### src/rtl/hockey_pkg.sv
// hockey_pkg
// Shared encodings for the air-hockey engine: FSM state numbering (which is
// also what appears on Current_State), puck direction codes, serve side and
// winner codes.
// No ports; imported by hockey_ystep and hockey_engine.

package hockey_pkg;

  // State numbering is externally visible, so every value is pinned.
  typedef enum logic [3:0] {
    ST_IDLE      = 4'd0,
    ST_DISPLAY   = 4'd1,
    ST_HIT_A     = 4'd2,
    ST_HIT_B     = 4'd3,
    ST_SEND_A    = 4'd4,
    ST_SEND_B    = 4'd5,
    ST_RESP_A    = 4'd6,
    ST_RESP_B    = 4'd7,
    ST_GOAL_A    = 4'd8,
    ST_GOAL_B    = 4'd9,
    ST_GAME_OVER = 4'd10
  } state_e;

  // Direction of vertical puck travel; 11 behaves exactly like straight.
  localparam logic [1:0] DIR_STRAIGHT     = 2'b00;
  localparam logic [1:0] DIR_UP           = 2'b01;
  localparam logic [1:0] DIR_DOWN         = 2'b10;
  localparam logic [1:0] DIR_STRAIGHT_ALT = 2'b11;

  typedef enum logic {
    SERVE_A = 1'b0,
    SERVE_B = 1'b1
  } serve_e;

  localparam logic [1:0] WIN_NONE = 2'b00;
  localparam logic [1:0] WIN_A    = 2'b01;
  localparam logic [1:0] WIN_B    = 2'b10;

endpackage

### src/rtl/hockey_ystep.sv
// hockey_ystep
// Purely combinational vertical step of the puck, including the bounce off
// the top and bottom walls.
// Ports:
//   y_in     in  CW  current puck row
//   dir_in   in  2   direction to apply (00 straight, 01 up, 10 down, 11 straight)
//   y_next   out CW  row after one step
//   dir_next out 2   direction after the step (reversed when a wall was hit)

module hockey_ystep
  import hockey_pkg::*;
#(
  parameter int CW     = 3,
  parameter int Y_ROWS = 5
) (
  input  logic [CW-1:0] y_in,
  input  logic [1:0]    dir_in,
  output logic [CW-1:0] y_next,
  output logic [1:0]    dir_next
);

  localparam logic [CW-1:0] Y_TOP = CW'(Y_ROWS - 1);

  // A move that would leave the field bounces: the direction flips and the
  // puck moves one row back into the field in the same step.
  always_comb begin
    y_next   = y_in;
    dir_next = dir_in;
    case (dir_in)
      DIR_UP: begin
        if (y_in == Y_TOP) begin
          y_next   = y_in - CW'(1);
          dir_next = DIR_DOWN;
        end else begin
          y_next = y_in + CW'(1);
        end
      end
      DIR_DOWN: begin
        if (y_in == '0) begin
          y_next   = y_in + CW'(1);
          dir_next = DIR_UP;
        end else begin
          y_next = y_in - CW'(1);
        end
      end
      default: begin
        y_next   = y_in;
        dir_next = dir_in;
      end
    endcase
  end

endmodule

### src/rtl/hockey_engine.sv
// hockey_engine
// Two-player air-hockey game engine. Player A defends column 0, player B
// defends column X_LAST. The puck travels one column every step period;
// the defender must press its button with its paddle on the puck row while
// the response window is open, otherwise the attacker scores.
// Optional feature macro: HOCKEY_SPEEDUP_EN -- every successful return
// shortens the step period by one cycle (minimum 1), restored on each serve.
// Ports:
//   clk           in  1   clock
//   rst           in  1   synchronous active-low reset
//   BTN_A, BTN_B  in  1   hit buttons of player A / B
//   DIR_A, DIR_B  in  2   direction chosen by player A / B
//   Y_in_A, Y_in_B in CW  paddle row of player A / B
//   X_COORD       out CW  puck column
//   Y_COORD       out CW  puck row
//   Current_State out 4   FSM state (hockey_pkg::state_e numbering)
//   score_A       out SW  points of player A
//   score_B       out SW  points of player B
//   winner        out 2   01 = A, 10 = B, 00 = none

module hockey_engine
  import hockey_pkg::*;
#(
  parameter int X_LAST    = 4,
  parameter int Y_ROWS    = 5,
  parameter int WIN_SCORE = 3,
  parameter int STEP_CYC  = 3,
  parameter int RESP_CYC  = 3,
  parameter int DISP_CYC  = 3,
  parameter int CW        = 3,
  parameter int SW        = 2
) (
  input  logic          clk,
  input  logic          rst,
  input  logic          BTN_A,
  input  logic          BTN_B,
  input  logic [1:0]    DIR_A,
  input  logic [1:0]    DIR_B,
  input  logic [CW-1:0] Y_in_A,
  input  logic [CW-1:0] Y_in_B,
  output logic [CW-1:0] X_COORD,
  output logic [CW-1:0] Y_COORD,
  output logic [3:0]    Current_State,
  output logic [SW-1:0] score_A,
  output logic [SW-1:0] score_B,
  output logic [1:0]    winner
);

  localparam int MAX_HOLD_AB = (STEP_CYC > RESP_CYC) ? STEP_CYC : RESP_CYC;
  localparam int MAX_HOLD    = (MAX_HOLD_AB > DISP_CYC) ? MAX_HOLD_AB : DISP_CYC;
  localparam int TW          = $clog2(MAX_HOLD + 1);

  localparam logic [TW-1:0] DISP_LAST = TW'(DISP_CYC - 1);
  localparam logic [TW-1:0] RESP_LAST = TW'(RESP_CYC - 1);
  localparam logic [TW-1:0] STEP_INIT = TW'(STEP_CYC);
  localparam logic [CW-1:0] X_GOAL_B  = CW'(X_LAST);
  localparam logic [CW-1:0] X_RET_B   = CW'(X_LAST - 1);
  localparam logic [SW-1:0] SCORE_MAX = '1;
  localparam logic [SW-1:0] SCORE_WIN = SW'(WIN_SCORE);

  // A winning score that the score counters cannot represent would make
  // the game unwinnable, so refuse to elaborate.
  if (WIN_SCORE > (1 << SW) - 1) begin : g_win_score_check
    $error("hockey_engine: WIN_SCORE does not fit in SW bits");
  end

  state_e        state_q,   state_d;
  logic [CW-1:0] x_q,       x_d;
  logic [CW-1:0] y_q,       y_d;
  logic [1:0]    dir_q,     dir_d;
  logic [TW-1:0] timer_q,   timer_d;
  logic [TW-1:0] period_q,  period_d;
  serve_e        serve_q,   serve_d;
  logic [SW-1:0] score_a_q, score_a_d;
  logic [SW-1:0] score_b_q, score_b_d;
  logic [1:0]    winner_q,  winner_d;

  logic [1:0]    ystep_dir_in;
  logic [CW-1:0] ystep_y;
  logic [1:0]    ystep_dir;

  // Period after a successful return: shrinks only when the speed-up
  // feature is built in, otherwise the period is left untouched.
  function automatic logic [TW-1:0] period_after_return(input logic [TW-1:0] p);
`ifdef HOCKEY_SPEEDUP_EN
    return (p > TW'(1)) ? p - TW'(1) : p;
`else
    return p;
`endif
  endfunction

  // On a return the fresh direction from the returning player drives the
  // wall check, not the direction the puck arrived with.
  assign ystep_dir_in = (state_q == ST_RESP_B) ? DIR_B :
                        (state_q == ST_RESP_A) ? DIR_A : dir_q;

  hockey_ystep #(
    .CW     (CW),
    .Y_ROWS (Y_ROWS)
  ) u_ystep (
    .y_in     (y_q),
    .dir_in   (ystep_dir_in),
    .y_next   (ystep_y),
    .dir_next (ystep_dir)
  );

  // Next-state and datapath updates. The single timer is reused by every
  // timed state and is cleared on each transition into one.
  always_comb begin
    state_d   = state_q;
    x_d       = x_q;
    y_d       = y_q;
    dir_d     = dir_q;
    timer_d   = timer_q;
    period_d  = period_q;
    serve_d   = serve_q;
    score_a_d = score_a_q;
    score_b_d = score_b_q;
    winner_d  = winner_q;

    case (state_q)
      ST_IDLE: begin
        timer_d = '0;
        if (BTN_A) begin
          serve_d = SERVE_A;
          state_d = ST_DISPLAY;
        end else if (BTN_B) begin
          serve_d = SERVE_B;
          state_d = ST_DISPLAY;
        end
      end

      ST_DISPLAY: begin
        if (timer_q == DISP_LAST) begin
          timer_d = '0;
          state_d = (serve_q == SERVE_A) ? ST_HIT_A : ST_HIT_B;
        end else begin
          timer_d = timer_q + TW'(1);
        end
      end

      ST_HIT_A: begin
        if (BTN_A && (int'(Y_in_A) < Y_ROWS)) begin
          x_d      = '0;
          y_d      = Y_in_A;
          dir_d    = DIR_A;
          timer_d  = '0;
          period_d = STEP_INIT;
          state_d  = ST_SEND_B;
        end
      end

      ST_HIT_B: begin
        if (BTN_B && (int'(Y_in_B) < Y_ROWS)) begin
          x_d      = X_GOAL_B;
          y_d      = Y_in_B;
          dir_d    = DIR_B;
          timer_d  = '0;
          period_d = STEP_INIT;
          state_d  = ST_SEND_A;
        end
      end

      ST_SEND_B: begin
        if (timer_q == period_q - TW'(1)) begin
          timer_d = '0;
          x_d     = x_q + CW'(1);
          y_d     = ystep_y;
          dir_d   = ystep_dir;
          if (x_q + CW'(1) == X_GOAL_B) begin
            state_d = ST_RESP_B;
          end
        end else begin
          timer_d = timer_q + TW'(1);
        end
      end

      ST_SEND_A: begin
        if (timer_q == period_q - TW'(1)) begin
          timer_d = '0;
          x_d     = x_q - CW'(1);
          y_d     = ystep_y;
          dir_d   = ystep_dir;
          if (x_q == CW'(1)) begin
            state_d = ST_RESP_A;
          end
        end else begin
          timer_d = timer_q + TW'(1);
        end
      end

      // A press on the wrong row does not close the window; only expiry does.
      ST_RESP_B: begin
        if (BTN_B && (Y_in_B == y_q)) begin
          x_d      = X_RET_B;
          y_d      = ystep_y;
          dir_d    = ystep_dir;
          timer_d  = '0;
          period_d = period_after_return(period_q);
          state_d  = ST_SEND_A;
        end else if (timer_q == RESP_LAST) begin
          timer_d   = '0;
          score_a_d = (score_a_q == SCORE_MAX) ? score_a_q : score_a_q + SW'(1);
          state_d   = ST_GOAL_A;
        end else begin
          timer_d = timer_q + TW'(1);
        end
      end

      ST_RESP_A: begin
        if (BTN_A && (Y_in_A == y_q)) begin
          x_d      = CW'(1);
          y_d      = ystep_y;
          dir_d    = ystep_dir;
          timer_d  = '0;
          period_d = period_after_return(period_q);
          state_d  = ST_SEND_B;
        end else if (timer_q == RESP_LAST) begin
          timer_d   = '0;
          score_b_d = (score_b_q == SCORE_MAX) ? score_b_q : score_b_q + SW'(1);
          state_d   = ST_GOAL_B;
        end else begin
          timer_d = timer_q + TW'(1);
        end
      end

      // After a goal the conceding player serves next.
      ST_GOAL_A: begin
        if (timer_q == DISP_LAST) begin
          timer_d = '0;
          if (score_a_q == SCORE_WIN) begin
            winner_d = WIN_A;
            state_d  = ST_GAME_OVER;
          end else begin
            state_d = ST_HIT_B;
          end
        end else begin
          timer_d = timer_q + TW'(1);
        end
      end

      ST_GOAL_B: begin
        if (timer_q == DISP_LAST) begin
          timer_d = '0;
          if (score_b_q == SCORE_WIN) begin
            winner_d = WIN_B;
            state_d  = ST_GAME_OVER;
          end else begin
            state_d = ST_HIT_A;
          end
        end else begin
          timer_d = timer_q + TW'(1);
        end
      end

      ST_GAME_OVER: begin
        if (timer_q == DISP_LAST) begin
          timer_d   = '0;
          score_a_d = '0;
          score_b_d = '0;
          winner_d  = WIN_NONE;
          state_d   = ST_IDLE;
        end else begin
          timer_d = timer_q + TW'(1);
        end
      end

      default: begin
        timer_d = '0;
        state_d = ST_IDLE;
      end
    endcase
  end

  always_ff @(posedge clk) begin
    if (!rst) begin
      state_q   <= ST_IDLE;
      x_q       <= '0;
      y_q       <= '0;
      dir_q     <= DIR_STRAIGHT;
      timer_q   <= '0;
      period_q  <= STEP_INIT;
      serve_q   <= SERVE_A;
      score_a_q <= '0;
      score_b_q <= '0;
      winner_q  <= WIN_NONE;
    end else begin
      state_q   <= state_d;
      x_q       <= x_d;
      y_q       <= y_d;
      dir_q     <= dir_d;
      timer_q   <= timer_d;
      period_q  <= period_d;
      serve_q   <= serve_d;
      score_a_q <= score_a_d;
      score_b_q <= score_b_d;
      winner_q  <= winner_d;
    end
  end

  assign X_COORD       = x_q;
  assign Y_COORD       = y_q;
  assign Current_State = state_q;
  assign score_A       = score_a_q;
  assign score_B       = score_b_q;
  assign winner        = winner_q;

endmodule
### config.mk
export PLATFORM = sky130hd
export DESIGN_NAME = hockey_engine
export DESIGN_NICKNAME = d
export VERILOG_FILES = /design/src/rtl/hockey_pkg.sv /design/src/rtl/hockey_ystep.sv /design/src/rtl/hockey_engine.sv
export SDC_FILE = /design/constraint.sdc
export NUM_CORES = 1
export LEC_CHECK = 0
export ABC_AREA = 1
export CAP_MARGIN = 20
export CELL_PAD_IN_SITES_DETAIL_PLACEMENT = 1
export CELL_PAD_IN_SITES_GLOBAL_PLACEMENT = 1
export CORE_ASPECT_RATIO = 1.5
export CORE_MARGIN = 2
export CORE_UTILIZATION = 38
export CTS_CLUSTER_DIAMETER = 60
export DETAILED_ROUTE_END_ITERATION = 6
export PLACE_DENSITY = 0.85
export SLEW_MARGIN = 10
export SYNTH_ARGS = -nofsm -noshare
export SYNTH_HDL_FRONTEND = slang
export SYNTH_HIERARCHICAL = 1
export SYNTH_SLANG_ARGS = --single-unit
export TNS_END_PERCENT = 20
### constraint.sdc
create_clock -name clk -period 3.3 [get_ports clk]
set_input_delay 0.66 -clock clk [delete_from_list [all_inputs] [get_ports clk]]
set_output_delay 0.66 -clock clk [all_outputs]
set_load 0.005 [all_outputs]
==> results.md <==
- The reported leakage power is approximately 0.0012 uW.
- The finished layout holds 457 standard cells, fillers aside.
- The number of gates resized after CTS was 0.
- The final layout contains around 410 nets.
- The arrival time of the worst setup path is around 3000 ps.
- The unique cell type count in the Yosys netlist is 34.
- The post-route fraction of the period consumed by the critical path is 0.8476.
- After detailed routing, the total wire length is approximately 6500 um.
- The root buffer cell chosen for the clock tree is sky130_fd_sc_hd__clkbuf_8.
- Of the total power, registers draw 0.231.
- The number of filler cells placed in the layout is roughly 760.
- The total number of clock tree sinks is 21.
- The number of synthesized register bits is 21.
- The met3 usage in global routing is 0.01653.
- The switching power as a share of total power is 0.5396.
- The share of total power dissipated in combinational logic is 0.679.
- The standard cell area after detailed placement is 2449 um2.
- Clock skew on the completed layout was measured at around 3.2 ps.
- In the synthesized netlist the dominant register cell turns out to be sky130_fd_sc_hd__dfxtp_1.
- The end-of-flow core utilization is 0.4610.
- The actual slew at the worst max-slew pin is between 500 and 600 ps.
- In this run the remaining antenna-violating nets after routing total 0.
- The part of the Yosys area used for sequential elements is 0.1988.
- The routed layout has around 2,300 vias.
- met2 is the most crowded layer.
- The number of levels the H-tree was split into is 1.
- The detail-routed net length per standard cell is between 10 and 15 um.
- Using the TritonRoute via totals, the vias-per-cell ratio works out to just over 5.
- The number of setup violations in the final report is 0.
- At the end of routability-driven placement, the weighted congestion stood at ~0.85.
- The number of instances in the synthesized netlist is around 360.
- Relative to the synthesized area, the layout overhead comes to 17.93%.
- Max-cap violations in this run came to 0.
- The number of global-route vias before repair is 2,363.
- Counting along the longest clock path gives a buffer depth of 2.
- The total power consumption of the routed design is 2009 uW.
- The number of buffers created by CTS is 3.
- The total global routing track utilization is 0.2179.
- The floorplan die height is around 95 um.
- The worst slew margin relative to its limit is 0.6434.
- The flow ran to the end, and the final reports show no timing, DRC or antenna violations.
- The worst vdd rail ir drop is between 400 and 500 uV.
- 0 antenna diodes ended up in the layout.
- The detailed-route DRC error count is 0.
- The first global-routing pass estimated 10,580 um of wire.
- The number of pins with negative max-slew slack in the final report was 0.
- The number of antenna violations at the first check in global routing is 0.
- In the final layout, the share of cells above drive strength 1 is 0.1163.
- In the global route stage, met2 resource usage came out at 0.4424.
- The class of the worst hold path is reg2reg.
- The total congestion overflow is 0.
- The pre-antenna-repair detailed-routing pass consisted of 4 iterations.
- The floorplan step set the die width to roughly 65 um.
- In this run the post-CTS setup repair buffer count came out at 0.
- The met1 track demand over resource is 0.2232.
- The clock latency on the worst-skew pair is between 200 and 300 ps.
- The type of destination of the critical path is a flip-flop.
- After detailed placement, the design holds a cell count of 453.
- At the worst endpoint, the required time is between 3000 and 4000 ps.
- The synthesized netlist occupies a cell area of 2115 um2.
- By startpoint and endpoint, the worst setup path is classified as reg2reg.
- The final-report hold violation count is 0.
- The wire-length estimate of the detail-placed layout is 5298 um.
- The internal power contribution is about 900 uW.
- In the layout the commonest cells are sky130_fd_sc_hd__nand2_1 (97), sky130_fd_sc_hd__nor2_1 (61), sky130_fd_sc_hd__inv_1 (45).
- TritonCTS built the clock tree.
- Entering global routing, the biggest net connects 17 pins.
- The synthesized design contains 0 enable-type register cells.
- The mean instance size in the synthesized netlist is a little under 6 um2.
- STA classifies the critical path startpoint as a flip-flop.
- After synthesis, the share of flip-flops with an asynchronous set or reset is 0.
- The net switching component of the power is about 1100 uW.
- The starting DRC count in detailed routing is around 110.
- The warning count from the yosys run is 6.
- After clock tree synthesis, the clock-pin slew on the worst setup and hold paths is around 80 ps.
- Power spread over the standard cell area amounts to between 800 and 900 nW/um2.
- Counting I/O delays and the setup requirement, the final critical path takes roughly 2800 ps.
- Setup repair after global routing left no endpoint under its margin.
- Of the total power, the clock network draws 0.091.
- The total I/O pin count is 30.
- The initial standard-cell utilization of the core is 0.3909.
- Leaving out fill and tap cells, the most frequent cell in the layout is sky130_fd_sc_hd__nand2_1.
- The region available for standard cell placement spans 5409 um2.
- The number of port buffers is 29.
- Once layout is done, the placed cells without fillers occupy 2494 um2.
- The die covers around 6200 um2.
- In this run the worst path has a maximum fanout of 9.
- Synthesis produced a netlist with a net count of ~380.
- The number of buffers added to fix hold violations after cts is 0.
- The peak clock frequency supported by timing is 357.5 MHz.
- The final sum of negative setup slack is 0 ps.
- After floorplanning, the core was divided into 33 placement rows.
==> kinds of logic after synthesis <==
family | count (synthesis) | synth area share
DFF | 21 | 0.1988
adders and majority gates | 11 | 0.06509
buffers and inverters | 55 | 0.1166
AOI/OAI and AO/OA | 41 | 0.1142
and+or+nand+nor | 230 | 0.5053
==> state kept, by name (all words and copies together), names as in the netlist <==
signal,cells
Current_State,4
X_COORD,3
Y_COORD,3
dir_q,2
score_A,2
score_B,2
serve_q,1
timer_q,2
winner,2
==> cell usage after synthesis, types with 2 or more instances <==
cell type	n	area [um2]
sky130_fd_sc_hd__nand2_1	97	364.1
sky130_fd_sc_hd__dfxtp_1	21	420.4
sky130_fd_sc_hd__nor2_4	3	33.78
sky130_fd_sc_hd__nand2_2	14	87.58
sky130_fd_sc_hd__buf_6	2	22.52
sky130_fd_sc_hd__nor3_1	4	20.02
sky130_fd_sc_hd__o211ai_1	4	30.03
sky130_fd_sc_hd__o2111ai_1	2	17.52
sky130_fd_sc_hd__inv_1	45	168.9
sky130_fd_sc_hd__nand2_4	2	22.52
sky130_fd_sc_hd__nor2_1	61	229.0
sky130_fd_sc_hd__a21oi_1	18	90.09
sky130_fd_sc_hd__nor2_2	12	75.07
sky130_fd_sc_hd__nand3_1	31	155.2
sky130_fd_sc_hd__o22ai_1	2	12.51
sky130_fd_sc_hd__o21ai_0	10	50.05
sky130_fd_sc_hd__ha_1	11	137.6
sky130_fd_sc_hd__inv_2	3	11.26
==> worst max-delay path, cell delays in order, from the launching register on <==
cell and delay [ps]:
sky130_fd_sc_hd__dfxtp_1 560, sky130_fd_sc_hd__inv_4 70, sky130_fd_sc_hd__nand2_2 160, sky130_fd_sc_hd__nor2_4 100
sky130_fd_sc_hd__inv_1 130, sky130_fd_sc_hd__nand2_1 60, sky130_fd_sc_hd__a21oi_1 250, sky130_fd_sc_hd__inv_1 80
sky130_fd_sc_hd__ha_1 370, sky130_fd_sc_hd__inv_1 140, sky130_fd_sc_hd__nand2_1 90, sky130_fd_sc_hd__o21ai_0 70
sky130_fd_sc_hd__a21oi_1 90, sky130_fd_sc_hd__a22o_1 220, sky130_fd_sc_hd__a21oi_1 120, sky130_fd_sc_hd__nand2_1 60
sky130_fd_sc_hd__nand2_1 60, sky130_fd_sc_hd__nor2_1 50
==> layer usage <==
layer	part of all wire	routed length [um]
met5	0	0
met4	0.027	178
met3	0.029	187
met1	0.39	2514
met2	0.56	3638
==> final cells by class <==
class                           count  area (um2)  area share
Multi-Input combinational cell    282        1448      0.5805
Sequential cell                    21       420.4      0.1686
Timing Repair Buffer               30       297.8      0.1194
Inverter                           50       195.2     0.07827
Tap cell                           70       87.58     0.03512
Clock buffer                        4       45.04     0.01806
==> path summary, 6_finish.rpt <==
check	start	to	cells past startpoint	slack, ps
max reg2reg	Current_State[3]$_SDFFE_PN0P_	dir_q[0]$_SDFFE_PN0P_	17	500
min reg2reg	timer_q[0]$_SDFFE_PN0P_	timer_q[0]$_SDFFE_PN0P_	2	510
min	timer_q[0]$_SDFFE_PN0P_	timer_q[0]$_SDFFE_PN0P_	2	510
max	Current_State[3]$_SDFFE_PN0P_	dir_q[0]$_SDFFE_PN0P_	17	500
==> metrics by stage <==
step | hold WS, ps | setup slack (ps)
2_1_floorplan | 450.4 | 917.7
3_3_place_gp | 478.6 | 447.4
3_5_place_dp | 485.4 | 363.7
4_1_cts | 506.4 | 480.9
5_1_grt | 532.3 | 228.6
6_report | 505.2 | 502.8
==> power by group through the flow <==
stage	logic, uW	registers, uW	clock network (uW)
floorplan	1030	427	0
global placement	1310	463	0
detailed placement	1360	470	0
CTS	1370	465	188
global route	1530	480	196
finish	1360	463	182
Power figures use the tool's default switching activity.
